===== src/rtl/ex2_pkg.sv =====
// Shared constants for the ex2 display path: digit width and the
// active-low 7-segment patterns, bit order {g,f,e,d,c,b,a}.
package ex2_pkg;

    // Every operand is widened to this many bits before decoding.
    localparam int DIGIT_W = 4;

    // Active-low common-anode patterns (0 = segment lit).
    localparam logic [6:0] SEG_0     = 7'h40;
    localparam logic [6:0] SEG_1     = 7'h79;
    localparam logic [6:0] SEG_2     = 7'h24;
    localparam logic [6:0] SEG_3     = 7'h30;
    localparam logic [6:0] SEG_4     = 7'h19;
    localparam logic [6:0] SEG_5     = 7'h12;
    localparam logic [6:0] SEG_6     = 7'h02;
    localparam logic [6:0] SEG_7     = 7'h78;
    localparam logic [6:0] SEG_8     = 7'h00;
    localparam logic [6:0] SEG_9     = 7'h10;
    localparam logic [6:0] SEG_A     = 7'h08;
    localparam logic [6:0] SEG_B     = 7'h03;
    localparam logic [6:0] SEG_C     = 7'h46;
    localparam logic [6:0] SEG_D     = 7'h21;
    localparam logic [6:0] SEG_E     = 7'h06;
    localparam logic [6:0] SEG_F     = 7'h0E;
    localparam logic [6:0] SEG_BLANK = 7'h7F;

    // Select codes for the operand mux; any code with the MSB set picks Y.
    typedef enum logic [2:0] {
        SEL_U = 3'b000,
        SEL_V = 3'b001,
        SEL_W = 3'b010,
        SEL_X = 3'b011,
        SEL_Y = 3'b100
    } sel_e;

endpackage : ex2_pkg


===== src/rtl/ex2_seg7_decoder.sv =====
// Purely combinational hex digit to active-low 7-segment decoder.
module seg7_decoder
    import ex2_pkg::*;
(
    input  logic [DIGIT_W-1:0] i_digit,
    output logic [6:0]         o_seg
);

    // Full case with a blanking default so no latch can be inferred and
    // unknown inputs show an empty digit rather than a stale pattern.
    always_comb begin
        o_seg = SEG_BLANK;
        case (i_digit)
            4'h0:    o_seg = SEG_0;
            4'h1:    o_seg = SEG_1;
            4'h2:    o_seg = SEG_2;
            4'h3:    o_seg = SEG_3;
            4'h4:    o_seg = SEG_4;
            4'h5:    o_seg = SEG_5;
            4'h6:    o_seg = SEG_6;
            4'h7:    o_seg = SEG_7;
            4'h8:    o_seg = SEG_8;
            4'h9:    o_seg = SEG_9;
            4'hA:    o_seg = SEG_A;
            4'hB:    o_seg = SEG_B;
            4'hC:    o_seg = SEG_C;
            4'hD:    o_seg = SEG_D;
            4'hE:    o_seg = SEG_E;
            4'hF:    o_seg = SEG_F;
            default: o_seg = SEG_BLANK;
        endcase
    end

endmodule : seg7_decoder


===== src/rtl/ex2.sv =====
// Registered 5-to-1 operand selector driving one common-anode digit.
// Latency is one clock: inputs present at a rising edge of Clock show on
// seg7 just after that edge. No handshake; the display simply follows.
module ex2
    import ex2_pkg::*;
#(
    parameter int DATA_WIDTH = 3   // 1..4
)
(
    input  logic                  Clock,
    input  logic                  Reset,
    input  logic                  s2,
    input  logic                  s1,
    input  logic                  s0,
    input  logic [DATA_WIDTH-1:0] U,
    input  logic [DATA_WIDTH-1:0] V,
    input  logic [DATA_WIDTH-1:0] W,
    input  logic [DATA_WIDTH-1:0] X,
    input  logic [DATA_WIDTH-1:0] Y,
    output logic [6:0]            seg7
);

    logic [2:0]            w_sel;
    logic [DATA_WIDTH-1:0] w_operand;
    logic [DIGIT_W-1:0]    w_digit;
    logic [6:0]            w_seg;
    logic [6:0]            r_seg7;

    assign w_sel = {s2, s1, s0};

    // Operand mux: the four low codes pick U..X, every code with s2 set picks Y.
    always_comb begin
        w_operand = Y;
        case (w_sel)
            SEL_U:   w_operand = U;
            SEL_V:   w_operand = V;
            SEL_W:   w_operand = W;
            SEL_X:   w_operand = X;
            default: w_operand = Y;
        endcase
    end

    // Zero-extend to a full hex digit; written as a partial overwrite so it
    // stays legal when DATA_WIDTH equals the digit width.
    always_comb begin
        w_digit = '0;
        w_digit[DATA_WIDTH-1:0] = w_operand;
    end

    seg7_decoder u_decoder (
        .i_digit (w_digit),
        .o_seg   (w_seg)
    );

    // Output register; reset blanks the digit and wins over new data.
    always_ff @(posedge Clock) begin
        if (Reset) begin
            r_seg7 <= SEG_BLANK;
        end else begin
            r_seg7 <= w_seg;
        end
    end

    assign seg7 = r_seg7;

endmodule : ex2


===== config.mk =====
export PLATFORM = sky130hd
export DESIGN_NAME = ex2
export DESIGN_NICKNAME = d
export VERILOG_FILES = /design/src/rtl/ex2_pkg.sv /design/src/rtl/ex2_seg7_decoder.sv /design/src/rtl/ex2.sv
export SDC_FILE = /design/constraint.sdc
export NUM_CORES = 1
export LEC_CHECK = 0
export ABC_AREA = 1
export CAP_MARGIN = 20
export CORE_MARGIN = 4
export CORE_UTILIZATION = 30
export CTS_CLUSTER_DIAMETER = 60
export DETAILED_ROUTE_END_ITERATION = 8
export MAX_ROUTING_LAYER = met4
export PLACE_DENSITY = 0.67
export RECOVER_POWER = 25
export SKIP_LAST_GASP = 1
export SYNTH_ARGS = -nofsm -noshare
export SYNTH_HDL_FRONTEND = slang
export SYNTH_HIERARCHICAL = 1
export SYNTH_SLANG_ARGS = --single-unit

===== constraint.sdc =====
create_clock -name Clock -period 2.6 [get_ports Clock]
set_input_delay 0.52 -clock Clock [delete_from_list [all_inputs] [get_ports Clock]]
set_output_delay 0.52 -clock Clock [all_outputs]
set_load 0.01 [all_outputs]

==> run_results.csv <==
group,metric,value,unit
clock_tree,ctsResizeCount,0,
logic_synthesis,synth.area.mux_share,0,
route,wire_per_inst,9.460,um
power,total_power,366.3,uW
worst_setup_path,worstPathArrival,2530,ps
logic_synthesis,synth_compound_area_frac,0.03132,
place,gp_congestion,0.8580,
clock_tree,root_buffer,"clkbuf_4",
worst_setup_path,start_kind,"input pin",
global_route,grt-ovfl-total,0,
job,maxCapViolations,0,
route,drt_iter0_drc,7,
clock_tree,cts_tree,"yes",
logic_synthesis,synth-xor-area-share,0,
logic_synthesis,yosysTopAreaCellShare,0.2338,
clock_tree,cts_buffers,3,
timing,rsz0062_at_grt,"no",
logic_synthesis,yosys-top-cells-count,"32 x nand2_1, 16 x nand3_1",
power,p_sw,109.2,uW
finish,final_util,0.5125,
worst_setup_path,critPathKind,"in -> reg",
clock_tree,cts.clk_slew.worst_paths,50,ps
global_route,grt_max_degree,10,
global_route,grt_usage,0.1139,
clock_tree,cts.sinks,7,
worst_setup_path,endpoint_kind,"flip-flop",
logic_synthesis,synth.most_common_cell,"nand2_1",
logic_synthesis,ys_ff_latch,7,
place,dp_hpwl,1247,um
logic_synthesis,synthTopCellsByArea,"dfxtp_1 23%, nand2_1 20%, ha_1 15%",
clock_tree,clockBufferDepth,2,
logic_synthesis,yosys.area_share.simple,0.4990,
logic_synthesis,yosysWarnings,6,
status,outcome,"finished, final reports clean",
logic_synthesis,synth_fa_ha_area_frac,0.1461,
power,powerDensity,396.6,nW/um2
logic_synthesis,yosysTopAreaCell,"dfxtp_1",
place,numPortBuffers,26,
timing,finalSetupTns,0,ps
worst_setup_path,cp.required,2730,ps
worst_setup_path,crit_chain,"clkdlybuf4s50_1 > nor2_2 > nand3_1 > nand2_1 > nor2_1 > nand2_1 > inv_1 > ha_1 > nand2_1 > nand3_1 > nand2_1 > or2_2",
finish,regArea,140.1,um2
power,irDropWorstVdd,0.0001712,V
route,viasPerCell,4.380,
hold_path,holdPathStages,2,
floorplan,fp.dieArea,2777,um2
timing,post-route-period-util,0.9262,
worst_setup_path,slowest_stage,"clkdlybuf4s50_1",
logic_synthesis,synth_flop_cell,"dfxtp_1",
logic_synthesis,synth_cell_type_count,16,
clock_tree,cts_setup_buffers,0,
clock_tree,htree_levels,1,
global_route,grt_pass1_wl,2311,um
finish,multi_input_area,409.1,um2
floorplan,start_util,0.3326,
route,drc,0,
power,sequentialPowerShare,0.333,
logic_synthesis,avgSynthCellArea,6.376,um2
power,swShare,0.2982,
logic_synthesis,synth_seq_area_share,0.2338,
finish,fillerInstances,171,
timing,setup_viol,0,
finish,layout.nets,153,
logic_synthesis,synthesis.area,599.3,um2
timing,fin_crit,2408,ps
floorplan,die_x,52.70,um
route,vias,657,
worst_setup_path,critPathMostFrequentCell,"nand2_1",
route,drt-total-wl,1419,um
clock_tree,postCtsHoldBufs,0,
finish,largest_register_ff_count,7,
floorplan,num_rows,15,
timing,drv_slew,0,
logic_synthesis,synth-async-reset-ratio,0,
finish,area_growth,54.07,%
worst_setup_path,cp_max_fo,6,
power,leakage,0.0004596,uW
timing,max_freq,415.3,MHz
hold_path,hold_path_class,"in -> reg",
logic_synthesis,synth_edf_count,0,
global_route,grt_pass1_vias,556,
floorplan,die-height,52.70,um
logic_synthesis,synth_top_family_by_area,"simple AND/OR/NAND/NOR gates",
floorplan,coreArea,1802,um2
timing,hold_viol,0,
floorplan,io-pin-count,27,
power,intPower,257.1,uW
logic_synthesis,syn_inst,94,
power,power_frac_comb,0.413,
finish,layout-drive-gt1-share,0.1360,
logic_synthesis,synth_fp_nets,121,
route,firstDrtPassIters,4,
power,clock_power_share,0.255,
worst_setup_path,slowest_delay,510,ps
global_route,antenna_found_initial,0,
finish,n_antenna_cell,0,
route,detail-route-antenna-nets,0,
## cell type report
cell class                 count  area share
sequential                     7      0.1518
inverter                       9     0.03659
clock buffer                   4     0.02846
timing repair buffer          29      0.3062
multi-input combinational     76      0.4431
tap                           25     0.03388
## cell usage in the layout (no fill, tap or decap), drive strengths merged, types with 4 or more instances in the layout
master and instances:
nand3 16, ha 7, inv 9, dfxtp 7, clkdlybuf4s50 23, or2 7, clkbuf 4, nand4 6
nand2 32, nor2 4
## metal layers
layer / wire, um / global-route usage / up-vias / share of wire
li1: - / - / 365 / -
met1: 670 / 0.1390 / 283 / 0.47
met2: 684 / 0.1818 / 9 / 0.48
met3: 63 / 0.02849 / 0 / 0.044
met4: 0 / 0.03830 / 0 / 0
met5: 0 / - / - / 0
## worst max-delay path, delay by kind of cell
| family | cells | cell delay [ps] |
|---|---|---|
| buffers and inverters | 2 | 640 |
| adder cells (fa/ha/maj) | 1 | 320 |
| AND/OR/NAND/NOR | 9 | 1060 |
## power by group through the flow
stage	Clock (uW)	Sequential, uW	Combinational [uW]
after floorplan	0	131	74.9
after global placement	0	124	150
after detailed placement	0	124	151
after CTS	97.4	122	152
after global routing	104	123	169
final	93.2	122	151
## stage by stage
stage | hold WS [ps] | worst slack (ps) | area, um2 | std cells
after global routing | 1018 | 21.57 | 923.4 | 150
final | 993.8 | 191.9 | 923.4 | 150
after global placement | 1245 | -39.71 | 897.1 | 146
after floorplan | 623.8 | 667.2 | 599.3 | 94
after CTS | 993.6 | 203.7 | 923.4 | 150
after detailed placement | 1247 | -50.35 | 897.1 | 146
## path summary, 6_finish.rpt
kind	from	endpoint
max	s2	seg7[3]
min	Reset	seg7[0]
## cells by family (layout without fill, tap and decap cells)
family                   Yosys count  count (layout)
AND/OR/NAND/NOR                   65              65
buffers and inverters             11              42
adder cells (fa/ha/maj)            7               7
flip-flops                         7               7
AO/OA/AOI/OAI                      3               3
other                              1               1
(Power assumes the default switching activity.)
